===== src/rtl/dsp_be_bist_tx_if.sv =====
// ---------------------------------------------------------------------------
// dsp_be_bist_tx_if
// Output bus of the BIST stimulus source, in the same shape as the ADC
// backend data bus so it can feed the i_dat_be mux directly.
//   o_dat      : PRLL_RANK x 6-bit signed samples, lane k at [6k+5:6k]
//   o_bits_ref : transmitted bits aligned with o_dat (lane 0 = earliest)
//   o_vld      : o_dat / o_bits_ref valid
// Modports: master (source side, drives), slave (consumer side).
// ---------------------------------------------------------------------------
interface dsp_be_bist_tx_if #(
   parameter int unsigned PRLL_RANK = 64
);
   logic [PRLL_RANK*6-1:0] o_dat;
   logic [PRLL_RANK-1:0]   o_bits_ref;
   logic                   o_vld;

   modport master (output o_dat, o_bits_ref, o_vld);
   modport slave  (input  o_dat, o_bits_ref, o_vld);
endinterface


===== src/rtl/dsp_be_bist_tx.sv =====
// ---------------------------------------------------------------------------
// dsp_be_bist_tx
// On-chip BIST stimulus source for the backend equalizer. Generates
// PRLL_RANK PRBS (or fixed-pattern) bits per enabled cycle, maps them to
// +1/-1 symbols, applies a 3-tap ISI channel (hm1/h0/hp1) and emits
// saturated 6-bit samples plus the time-aligned reference bits.
// Ports:
//   i_clk, i_rst          clock, synchronous active-high reset
//   i_en                  advance enable (0 freezes all state)
//   i_start / i_stop      start (IDLE only) / return to IDLE
//   i_cfg_mode            0 PRBS7, 1 PRBS15, 2 PRBS31, 3 fixed pattern
//   i_cfg_seed, i_cfg_pat LFSR seed, fixed pattern word
//   i_cfg_h0/hm1/hp1      signed 6-bit channel taps
//   i_err_inj             error-inject request
//   be (master)           o_dat / o_bits_ref / o_vld
//   o_busy, o_word_cnt    state != IDLE, saturating valid-word count
// Build option: define DSP_BE_BIST_TX_ERR_INJ_EN to enable error injection
// (a rising edge of i_err_inj in RUN inverts lane 0's symbol of the next
// emitted word). Without it i_err_inj is ignored.
// ---------------------------------------------------------------------------
module dsp_be_bist_tx #(
   parameter int unsigned PRLL_RANK = 64,
   parameter int unsigned CNT_W     = 32
) (
   input  logic                 i_clk,
   input  logic                 i_rst,
   input  logic                 i_en,
   input  logic                 i_start,
   input  logic                 i_stop,
   input  logic [1:0]           i_cfg_mode,
   input  logic [30:0]          i_cfg_seed,
   input  logic [PRLL_RANK-1:0] i_cfg_pat,
   input  logic [5:0]           i_cfg_h0,
   input  logic [5:0]           i_cfg_hm1,
   input  logic [5:0]           i_cfg_hp1,
   input  logic                 i_err_inj,
   dsp_be_bist_tx_if.master     be,
   output logic                 o_busy,
   output logic [CNT_W-1:0]     o_word_cnt
);

   typedef enum logic [1:0] {IDLE = 2'd0, FILL = 2'd1, RUN = 2'd2} state_t;
   localparam int unsigned DW = PRLL_RANK * 6;

   state_t               state_q, state_d;
   logic                 fill_q, fill_d;
   logic [30:0]          lfsr_q, lfsr_d;
   logic [PRLL_RANK-1:0] r_nxt_q, r_nxt_d, r_cur_q, r_cur_d;
   logic                 r_prv_q, r_prv_d;
   logic [DW-1:0]        dat_q, dat_d;
   logic [PRLL_RANK-1:0] bits_q, bits_d;
   logic                 vld_q, vld_d;
   logic [CNT_W-1:0]     cnt_q, cnt_d;

   logic [30:0]          seed_mask, seed_ld, lfsr_step;
   logic                 fb;
   logic [PRLL_RANK-1:0] prbs_word, sym_bits;
   logic [PRLL_RANK+1:0] sym_ext;
   logic signed [7:0]    sum;
   logic [DW-1:0]        y_word;
   logic                 inj;

`ifdef DSP_BE_BIST_TX_ERR_INJ_EN
   logic err_q;
   always_ff @(posedge i_clk) begin
      if (i_rst)     err_q <= 1'b0;
      else if (i_en) err_q <= i_err_inj;
   end
   assign inj = (state_q == RUN) && i_err_inj && !err_q;
`else
   logic unused_err_inj;
   assign unused_err_inj = i_err_inj;
   assign inj            = 1'b0;
`endif

   function automatic logic signed [7:0] tap_term(input logic [5:0] h, input logic b);
      logic signed [7:0] hx;
      hx = {{2{h[5]}}, h};
      return b ? hx : -hx;
   endfunction

   // Seed load mask also keeps the shifted LFSR confined to ORDER bits.
   always_comb begin
      case (i_cfg_mode)
         2'd0:    seed_mask = 31'h0000_007F;
         2'd1:    seed_mask = 31'h0000_7FFF;
         default: seed_mask = '1;
      endcase
      seed_ld = i_cfg_seed & seed_mask;
      if (seed_ld == '0) seed_ld = 31'd1;
   end

   // PRLL_RANK serial Fibonacci steps unrolled; the new bit is the output bit.
   always_comb begin
      lfsr_step = lfsr_q;
      fb        = 1'b0;
      prbs_word = '0;
      for (int unsigned i = 0; i < PRLL_RANK; i++) begin
         case (i_cfg_mode)
            2'd0:    fb = lfsr_step[6]  ^ lfsr_step[5];
            2'd1:    fb = lfsr_step[14] ^ lfsr_step[13];
            default: fb = lfsr_step[30] ^ lfsr_step[27];
         endcase
         lfsr_step    = {lfsr_step[29:0], fb} & seed_mask;
         prbs_word[i] = fb;
      end
   end

   // sym_ext = {next word lane 0, current word, previous word last lane}, so
   // lane k sees prev/cur/next at sym_ext[k], [k+1], [k+2].
   always_comb begin
      sym_bits    = r_cur_q;
      sym_bits[0] = r_cur_q[0] ^ inj;
      sym_ext     = {r_nxt_q[0], sym_bits, r_prv_q};
      sum         = '0;
      y_word      = '0;
      for (int unsigned k = 0; k < PRLL_RANK; k++) begin
         sum = tap_term(i_cfg_h0,  sym_ext[k+1])
             + tap_term(i_cfg_hm1, sym_ext[k+2])
             + tap_term(i_cfg_hp1, sym_ext[k]);
         if (sum > 8'sd31)       y_word[k*6 +: 6] = 6'h1F;
         else if (sum < -8'sd32) y_word[k*6 +: 6] = 6'h20;
         else                    y_word[k*6 +: 6] = sum[5:0];
      end
   end

   always_comb begin
      state_d = state_q;
      fill_d  = fill_q;
      lfsr_d  = lfsr_q;
      r_nxt_d = r_nxt_q;
      r_cur_d = r_cur_q;
      r_prv_d = r_prv_q;
      dat_d   = dat_q;
      bits_d  = bits_q;
      vld_d   = vld_q;
      cnt_d   = cnt_q;
      if (i_en) begin
         case (state_q)
            IDLE: begin
               // Pipeline cleared here so the first word sees r_prv = 0.
               lfsr_d  = seed_ld;
               r_nxt_d = '0;
               r_cur_d = '0;
               r_prv_d = 1'b0;
               fill_d  = 1'b0;
               vld_d   = 1'b0;
               if (i_start && !i_stop) begin
                  state_d = FILL;
                  cnt_d   = '0;
               end
            end
            FILL, RUN: begin
               if (i_stop) begin
                  state_d = IDLE;
                  vld_d   = 1'b0;
               end else begin
                  if (i_cfg_mode == 2'd3) begin
                     r_nxt_d = i_cfg_pat;
                  end else begin
                     lfsr_d  = lfsr_step;
                     r_nxt_d = prbs_word;
                  end
                  r_cur_d = r_nxt_q;
                  r_prv_d = r_cur_q[PRLL_RANK-1];
                  if (state_q == FILL) begin
                     fill_d = 1'b1;
                     if (fill_q) state_d = RUN;
                  end else begin
                     dat_d  = y_word;
                     bits_d = r_cur_q;
                     vld_d  = 1'b1;
                     if (cnt_q != '1) cnt_d = cnt_q + CNT_W'(1);
                  end
               end
            end
            default: state_d = IDLE;
         endcase
      end
   end

   always_ff @(posedge i_clk) begin
      if (i_rst) begin
         state_q <= IDLE;
         fill_q  <= 1'b0;
         lfsr_q  <= '0;
         r_nxt_q <= '0;
         r_cur_q <= '0;
         r_prv_q <= 1'b0;
         dat_q   <= '0;
         bits_q  <= '0;
         vld_q   <= 1'b0;
         cnt_q   <= '0;
      end else begin
         state_q <= state_d;
         fill_q  <= fill_d;
         lfsr_q  <= lfsr_d;
         r_nxt_q <= r_nxt_d;
         r_cur_q <= r_cur_d;
         r_prv_q <= r_prv_d;
         dat_q   <= dat_d;
         bits_q  <= bits_d;
         vld_q   <= vld_d;
         cnt_q   <= cnt_d;
      end
   end

   assign be.o_dat      = dat_q;
   assign be.o_bits_ref = bits_q;
   assign be.o_vld      = vld_q;
   assign o_busy        = (state_q != IDLE);
   assign o_word_cnt    = cnt_q;

endmodule


===== src/flat_wrapper.sv =====
// flat-port wrapper written by rule: the top's interface ports become plain ports
module dsp_be_bist_tx_flat 
#(
   parameter int unsigned PRLL_RANK = 64,
   parameter int unsigned CNT_W     = 32
)
  (i_clk, i_rst, i_en, i_start, i_stop, i_cfg_mode, i_cfg_seed, i_cfg_pat, i_cfg_h0, i_cfg_hm1, i_cfg_hp1, i_err_inj, o_busy, o_word_cnt, be_o_dat, be_o_bits_ref, be_o_vld);
  dsp_be_bist_tx_if #(.PRLL_RANK(PRLL_RANK)) be_i ();
  input  logic i_clk;
  input  logic i_rst;
  input  logic i_en;
  input  logic i_start;
  input  logic i_stop;
  input  logic [1:0] i_cfg_mode;
  input  logic [30:0] i_cfg_seed;
  input  logic [PRLL_RANK-1:0] i_cfg_pat;
  input  logic [5:0] i_cfg_h0;
  input  logic [5:0] i_cfg_hm1;
  input  logic [5:0] i_cfg_hp1;
  input  logic i_err_inj;
  output logic o_busy;
  output logic [CNT_W-1:0] o_word_cnt;
  output wire logic [$bits(be_i.o_dat)-1:0] be_o_dat;
  output wire logic [$bits(be_i.o_bits_ref)-1:0] be_o_bits_ref;
  output wire logic [$bits(be_i.o_vld)-1:0] be_o_vld;
  assign be_o_dat = be_i.o_dat;
  assign be_o_bits_ref = be_i.o_bits_ref;
  assign be_o_vld = be_i.o_vld;
  dsp_be_bist_tx #(.PRLL_RANK(PRLL_RANK), .CNT_W(CNT_W)) u_core (.i_clk(i_clk), .i_rst(i_rst), .i_en(i_en), .i_start(i_start), .i_stop(i_stop), .i_cfg_mode(i_cfg_mode), .i_cfg_seed(i_cfg_seed), .i_cfg_pat(i_cfg_pat), .i_cfg_h0(i_cfg_h0), .i_cfg_hm1(i_cfg_hm1), .i_cfg_hp1(i_cfg_hp1), .i_err_inj(i_err_inj), .be(be_i), .o_busy(o_busy), .o_word_cnt(o_word_cnt));
endmodule

===== config.mk =====
export PLATFORM = sky130hd
export DESIGN_NAME = dsp_be_bist_tx_flat
export DESIGN_NICKNAME = d
export VERILOG_FILES = /design/src/rtl/dsp_be_bist_tx_if.sv /design/src/rtl/dsp_be_bist_tx.sv /design/src/flat_wrapper.sv
export SDC_FILE = /design/constraint.sdc
export NUM_CORES = 2
export LEC_CHECK = 0
export CORE_UTILIZATION = 60
export DETAILED_ROUTE_END_ITERATION = 8
export PLACE_DENSITY = 0.88
export SLEW_MARGIN = 20
export SYNTH_ARGS = -nofsm -noshare
export SYNTH_HDL_FRONTEND = slang
export SYNTH_SLANG_ARGS = --single-unit

===== constraint.sdc =====
create_clock -name i_clk -period 6.3 [get_ports i_clk]
set_clock_uncertainty 0.05 [all_clocks]
set_input_delay 0.945 -clock i_clk [delete_from_list [all_inputs] [get_ports i_clk]]
set_output_delay 0.945 -clock i_clk [all_outputs]
set_load 0.05 [all_outputs]

* Word-level counts from Yosys, hierarchy flattened
Cells that the tools add are included.
** Cells by class
- Add/subtract/negate cells :: 132
- $lt $le $gt $ge :: 128
- Equality and inequality tests :: 14
- Muxes and demuxes :: 412
- Bitwise logic cells :: 259
- Reductions and logical operators :: 15
** Operators with widths (count)
- 31-bit AND :: 65
- 8-bit 2-to-1 mux :: 192
- 8-bit adder :: 128
- 6-bit 2-to-1 mux :: 128
- 8-bit by 6-bit greater-than comparator with 1-bit output, second input constant :: 64
- 8-bit by 6-bit < comparator with 1-bit output, second input constant :: 64
- 64-bit case mux with 2 select lines :: 2
- 64-bit 2-to-1 mux :: 3
- 1-bit bitwise XOR :: 192
- 1-bit case mux with 2 select lines :: 67
- 32-bit 2-to-1 mux :: 4
- 31-bit case mux with 2 select lines :: 2
- 31-bit 2-to-1 mux :: 3
- 32-bit case mux with 2 select lines :: 1
- 32-bit by 1-bit adder with 32-bit output, second input constant :: 1
- 32-bit inequality test, second input constant :: 1
- 31-bit logical NOT :: 1
- 6-bit negation with 8-bit output :: 3
- 4-bit AND reduction :: 4
- 2-bit 2-to-1 mux :: 4
- 2-bit by 1-bit inequality test with 1-bit output, second input constant :: 3
- 2-bit inequality test, second input constant :: 3
- 3-bit by 2-bit inequality test with 1-bit output, second input constant :: 2
- 3-bit AND reduction :: 2
- 12 further kinds :: 21
** Word-level totals
- Bits in registers :: 644
- Input port bits :: 121
- Output and inout port bits :: 482
- Logic and storage cells :: 970

* Longest topological paths before layout
- Depth in word-level cells :: 195
- Depth in mapped cells :: 18
- Gate-level depth less buffers :: 15

* Worst setup path after synthesis
Ideal clock, no wire load.
- Path kind :: input to register
- From :: in i_cfg_mode[1]
- To :: reg u_core.r_nxt_q[62]
- Library setup time :: 0.088 ns
- Data arrival time :: 4.524 ns
- Setup slack :: 1.638 ns
- Cell stages on the path :: 15
- Path through :: buf_4 buf_4 a22oi_1 nand3_1 or3_1 o211a_2 or3_4 a211oi_4 nor3_2 nor3_4 o21ai_0 a211o_2 xnor2_1 or3_1 a311oi_2
** On the way
- Cells in the longest elaborated chain, start to end :: 89
** RTL lines
- from (decl) :: RTL line flat_wrapper.sv:14 : input logic [1:0] i_cfg_mode;
- 2-bit by 1-bit equality test with 1-bit output / 2-bit logical NOT (equally long branches) :: RTL line dsp_be_bist_tx.sv:84, dsp_be_bist_tx.sv:99
- 31-bit case mux with 2 select lines :: RTL line dsp_be_bist_tx.sv:84 : case (i_cfg_mode)
- 31-bit AND :: RTL line dsp_be_bist_tx.sv:104 : lfsr_step = {lfsr_step[29:0], fb} & seed_mask;
- 1-bit bitwise XOR, or another cell as far along :: RTL line dsp_be_bist_tx.sv:102 : default: fb = lfsr_step[30] ^ lfsr_step[27];
- 1-bit case mux with 2 select lines, or another cell as far along :: RTL line dsp_be_bist_tx.sv:99 : case (i_cfg_mode)
- 31-bit AND / 1-bit case mux with 2 select lines (equally long branches) :: RTL line dsp_be_bist_tx.sv:104, dsp_be_bist_tx.sv:99
- 31-bit AND (5 in series) :: RTL line dsp_be_bist_tx.sv:104
- 1-bit bitwise XOR / 31-bit AND (equally long branches) :: RTL line dsp_be_bist_tx.sv:100, dsp_be_bist_tx.sv:104
- [... 64 more ...]
- 1-bit case mux with 2 select lines / 1-bit bitwise XOR (equally long branches) :: RTL line dsp_be_bist_tx.sv:99, dsp_be_bist_tx.sv:100
- 31-bit AND / 1-bit case mux with 2 select lines (equally long branches) :: RTL line dsp_be_bist_tx.sv:104, dsp_be_bist_tx.sv:99
- 31-bit AND (6 in series) :: RTL line dsp_be_bist_tx.sv:104
- 1-bit bitwise XOR :: RTL line dsp_be_bist_tx.sv:100 : 2'd0: fb = lfsr_step[6] ^ lfsr_step[5];
- 1-bit case mux with 2 select lines :: RTL line dsp_be_bist_tx.sv:99
- 64-bit 2-to-1 mux (*) :: RTL line dsp_be_bist_tx.sv:158 : if (i_cfg_mode == 2'd3) begin
- 64-bit 2-to-1 mux (*) :: RTL line dsp_be_bist_tx.sv:154 : if (i_stop) begin
- 64-bit case mux with 2 select lines (*) :: RTL line dsp_be_bist_tx.sv:139 : case (state_q)
- to (signal assigned) :: RTL line dsp_be_bist_tx.sv:198 : r_nxt_q <= r_nxt_d;
- to (decl) :: RTL line dsp_be_bist_tx.sv:48 : logic [PRLL_RANK-1:0] r_nxt_q, r_nxt_d, r_cur_q, r_cur_d;
Every way passes the cells marked *; elsewhere a longest branch is shown, timed or not. The select of a mux whose other input is x is not followed.
A chain may end at the register's enable or synchronous reset.

* Final worst setup path
- From :: in i_cfg_hm1[0]
- To :: reg u_core.dat_q[318], in the netlist u_core.be.o_dat[318]
** On the way
- Cells in the longest elaborated chain, start to end :: 7
** RTL lines
- from (decl) :: RTL line flat_wrapper.sv:18 : input logic [5:0] i_cfg_hm1;
- 6-bit negation with 8-bit output :: RTL line dsp_be_bist_tx.sv:79 : return b ? hx : -hx;
- 8-bit 2-to-1 mux (*) :: RTL line dsp_be_bist_tx.sv:79
- 8-bit adder (*) :: RTL line dsp_be_bist_tx.sv:119 : + tap_term(i_cfg_hm1, sym_ext[k+2])
- 8-bit adder (*) :: RTL line dsp_be_bist_tx.sv:120 : + tap_term(i_cfg_hp1, sym_ext[k]);
- 8-bit by 6-bit < comparator with 1-bit output :: RTL line dsp_be_bist_tx.sv:122 : else if (sum < -8'sd32) y_word[k*6 +: 6] = 6'h20;
- 6-bit 2-to-1 mux :: RTL line dsp_be_bist_tx.sv:122
- 6-bit 2-to-1 mux (*) :: RTL line dsp_be_bist_tx.sv:121 : if (sum > 8'sd31) y_word[k*6 +: 6] = 6'h1F;
- to (signal assigned) :: RTL line dsp_be_bist_tx.sv:201 : dat_q <= dat_d;
- to (decl) :: RTL line dsp_be_bist_tx.sv:50 : logic [DW-1:0] dat_q, dat_d;
Every way passes the cells marked *; elsewhere a longest branch is shown, timed or not.

==> key figures <==
Worst setup path
  • Crit path max-delay family: compound AO/OA/AOI/OAI gates
  • Setup crit end kind: flop
  • Crit Path Class: input port to flop
  • Worst EP arrival: 5.85 ns
  • Slowest CP cell: o211ai_1
  • WP data required: approximately 6.8 ns
  • CP max stage delay: 0.80 ns
  • Crit start category: input port
  • Crit-path max FO: 23
  • Crit-path cells: clkdlybuf4s50_1 > inv_1 > ha_4 > buf_4 > mux2_2 > fa_1 > ha_1 > fa_1 > a21o_1 > a21oi_1 > o21bai_1 > a21oi_1 > xnor2_1 > o21a_1 > o211ai_1 > a21oi_1
  • CP Buf/Inv Count: 3
  • Crit-path most repeated cell: a21oi_1

Global routing
  • Vias in the first global route: 66,906
  • Global-route wire length before repair: 385,000 µm
  • Antenna violations before repair: 10
  • Pin count of the biggest net entering global routing: 186
  • Grt ovf: 0
  • All-Layer GR Usage: 43.9%

Synth
  • Post-synthesis register bit count: around 640
  • Synthesized area per cell: 8.01 µm²
  • Ys Warns: 0
  • Post-synth EDFFs: 0
  • Top-area cell type share of the netlist area: 19.1%
  • Cells after Synth: ~8,400
  • Synthesized Nets: 9,392
  • Top_reg_cell synth: dfxtp_1
  • Yosys cell types: 105
  • Top cell type by total area after synthesis: dfxtp_1
  • Cell Area, Synth: 67,500 µm²
  • Synth area leaders: dfxtp_1, fa_1, xnor2_1
  • Ys async rst share: 0%
  • Post-synthesis sequential area ratio: 19.1%

Pwr
  • Max VDD drop: 0.280 mV
  • Lkg Pwr: 30.3 nW
  • Final Power: 21.1 mW
  • P per Cell Area: 272 nW/µm²

Route
  • Wirelength per Cell: 25.1 µm
  • DRC violations left: 0
  • Via Count: 67,578
  • Antenna viol nets, final: 0
  • Post-Route WL: 257,000 µm
  • Initial DRC Count: 9,427
  • Vias per Instance: roughly 6.6
  • DRT Pass-1 Iters: 8

Clock tree
  • TritonCTS Sinks: 644
  • CTS Buffer Depth: 3
  • H-Tree Depth: 3
  • CTS tree: yes
  • # resized after CTS: 0
  • Post-cts hold buffer count: 0
  • CTS clk-pin slew, worst paths: 0.06 ns
  • Total setup buffers inserted after CTS: 0
  • Cts bufs inserted: 72
  • Root Driver: clkbuf_16
  • Clk_lat worst skew: 0.67 ns

Run status
  • Outcome: finished, final reports clean

Placed design
  • GP Congestion: 1.01
  • Port Buf Inserts: 601
  • Hpwl dp: 173,000 µm

Floorplan
  • Boundary Pins: 603
  • Die X: ~340 µm
  • Rows: 122
  • Die Area: 114,000 µm²
  • Die Y: between 300 and 400 µm
  • Core area: roughly 110,000 µm²
  • Initial Util: 60.8%

Timing
  • Final hold violations: 0
  • Setup TNS: 0 ns
  • Fmax: 186 MHz
  • Max-slew violations: 0
  • RSZ-0062 raised after global routing: no
  • Final min period: 5.38 ns
  • Relative slew slack: around 17%
  • Period utilization: a little under nine tenths
  • Worst Tran Pin Value: 1.24 ns
  • Final-report setup violation count: 0

Finish
  • Final nets: ~9,600
  • Fillers: roughly 8,600
  • Layout cells sized above 1: 8.50%
  • Area Overhead vs Synth: 14.8%
  • Layout Utilization: 69.8%
  • Multi-input logic area: 50,900 µm²
  • FF+latch area: 12,900 µm²

Flow run
  • Maxcap violations: 0

Hold path
  • Hold Path Class: flop to flop
[final timing paths]
check	cells past startpoint	slack [ns]	to	from
setup / recovery	16	0.92	u_core.be.o_dat[318]	i_cfg_hm1[0]
hold / removal	2	0.40	u_core.be.o_dat[180]	u_core.be.o_dat[180]
setup reg to reg	18	1.20	u_core.lfsr_q[2]	u_core.lfsr_q[5]
hold reg to reg	2	0.40	u_core.be.o_dat[180]	u_core.be.o_dat[180]
[cell type report]
class | count | area share [%]
inverter | 217 | 1.06
antenna | 9 | 0.0291
multi-input combinational | 6813 | 65.6
clock inverter | 29 | 0.502
sequential | 644 | 16.6
clock buffer | 102 | 2.68
timing repair buffer | 903 | 11.1
tap | 1488 | 2.40
[sequential cells by signal, summed over array words and instances, names as in the netlist]
register / cells
u_core.o_word_cnt: 32
u_core.r_nxt_q: 64
u_core.r_prv_q: 1
u_core.be.o_vld: 1
u_core.r_cur_q: 64
u_core.lfsr_q: 31
u_core.fill_q: 1
u_core.state_q: 2
u_core.be.o_dat: 384
u_core.be.o_bits_ref: 64
[where the power goes]
| group | leakage [nW] | switching [mW] | internal (mW) | total [mW] |
|---|---|---|---|---|
| logic | 23.8 | 7.44 | 4.89 | 12.3 |
| clock network | 1.20 | 1.92 | 2.51 | 4.43 |
| registers | 5.21 | 0.132 | 4.21 | 4.34 |
[cells in the final DEF, fill, tap and decap left out, drive strengths merged, types with 319 or more instances in the layout]
| master | count |
|---|---|
| a21oi | 826 |
| ha | 393 |
| fa | 449 |
| buf | 319 |
| nor2 | 943 |
| xnor2 | 695 |
| o21ai | 1025 |
| dfxtp | 644 |
| xor2 | 564 |
| a21o | 330 |
| nand2 | 647 |
| clkdlybuf4s50 | 584 |
[metal layers]
metal | vias up | GRT usage, % | wire length (µm)
li1 | 29062 | - | -
met1 | 32006 | 54.7 | 92600
met2 | 5121 | 65.3 | 108000
met3 | 1377 | 15.4 | 38700
met4 | 12 | 25.7 | 17100
met5 | - | 0 | 80
[tightest hold or removal path: stages (launching register included)]
cell     delay, ns
dfxtp_1       0.31
nand2_1       0.05
a21oi_1       0.05
[cells in the mapped netlist, types with 14 or more instances]
| master | count |
|---|---|
| buf_1 | 128 |
| o21a_1 | 52 |
| nor3_1 | 36 |
| or2_2 | 21 |
| ha_1 | 393 |
| a211oi_1 | 34 |
| nand2_1 | 647 |
| nand3_1 | 26 |
| o211ai_1 | 147 |
| a22oi_1 | 125 |
| o22ai_1 | 18 |
| o21ai_1 | 17 |
| mux2_2 | 207 |
| a21oi_1 | 825 |
| xnor2_1 | 688 |
| a21o_1 | 329 |
| dfxtp_1 | 644 |
| o21bai_1 | 65 |
| mux2i_1 | 15 |
| clkbuf_1 | 588 |
| fa_1 | 449 |
| nor4_1 | 14 |
| clkbuf_8 | 15 |
| inv_1 | 217 |
| xor2_1 | 564 |
| nor2_1 | 940 |
| o21ai_0 | 1007 |
[metrics by stage]
| stage | std cells | hold WS, ns | setup WS [ns] | instance area [µm²] |
|---|---|---|---|---|
| finish | 10205 | 0.397 | 0.925 | 77500 |
| floorplan | 8429 | 0.376 | 1.64 | 67500 |
| global route | 10197 | 0.421 | 0.849 | 77500 |
| global placement | 10065 | 0.390 | 0.366 | 75000 |
| detailed placement | 10065 | 0.394 | 0.431 | 75000 |
| CTS | 10196 | 0.401 | 1.12 | 77500 |
[cells by family (layout without fill, tap and decap cells)]
family,Yosys count,after routing,share of synthesized area (%)
AO/OA/AOI/OAI,2719,2719,23.7
multiplexers,224,224,3.75
XOR/XNOR,1265,1265,16.6
adder cells (fa/ha/maj),842,842,20.6
other,0,9,0
flip-flops,644,644,19.1
buffers and inverters,972,1251,5.80
AND/OR/NAND/NOR,1763,1763,10.5
(Power assumes the default switching activity.)
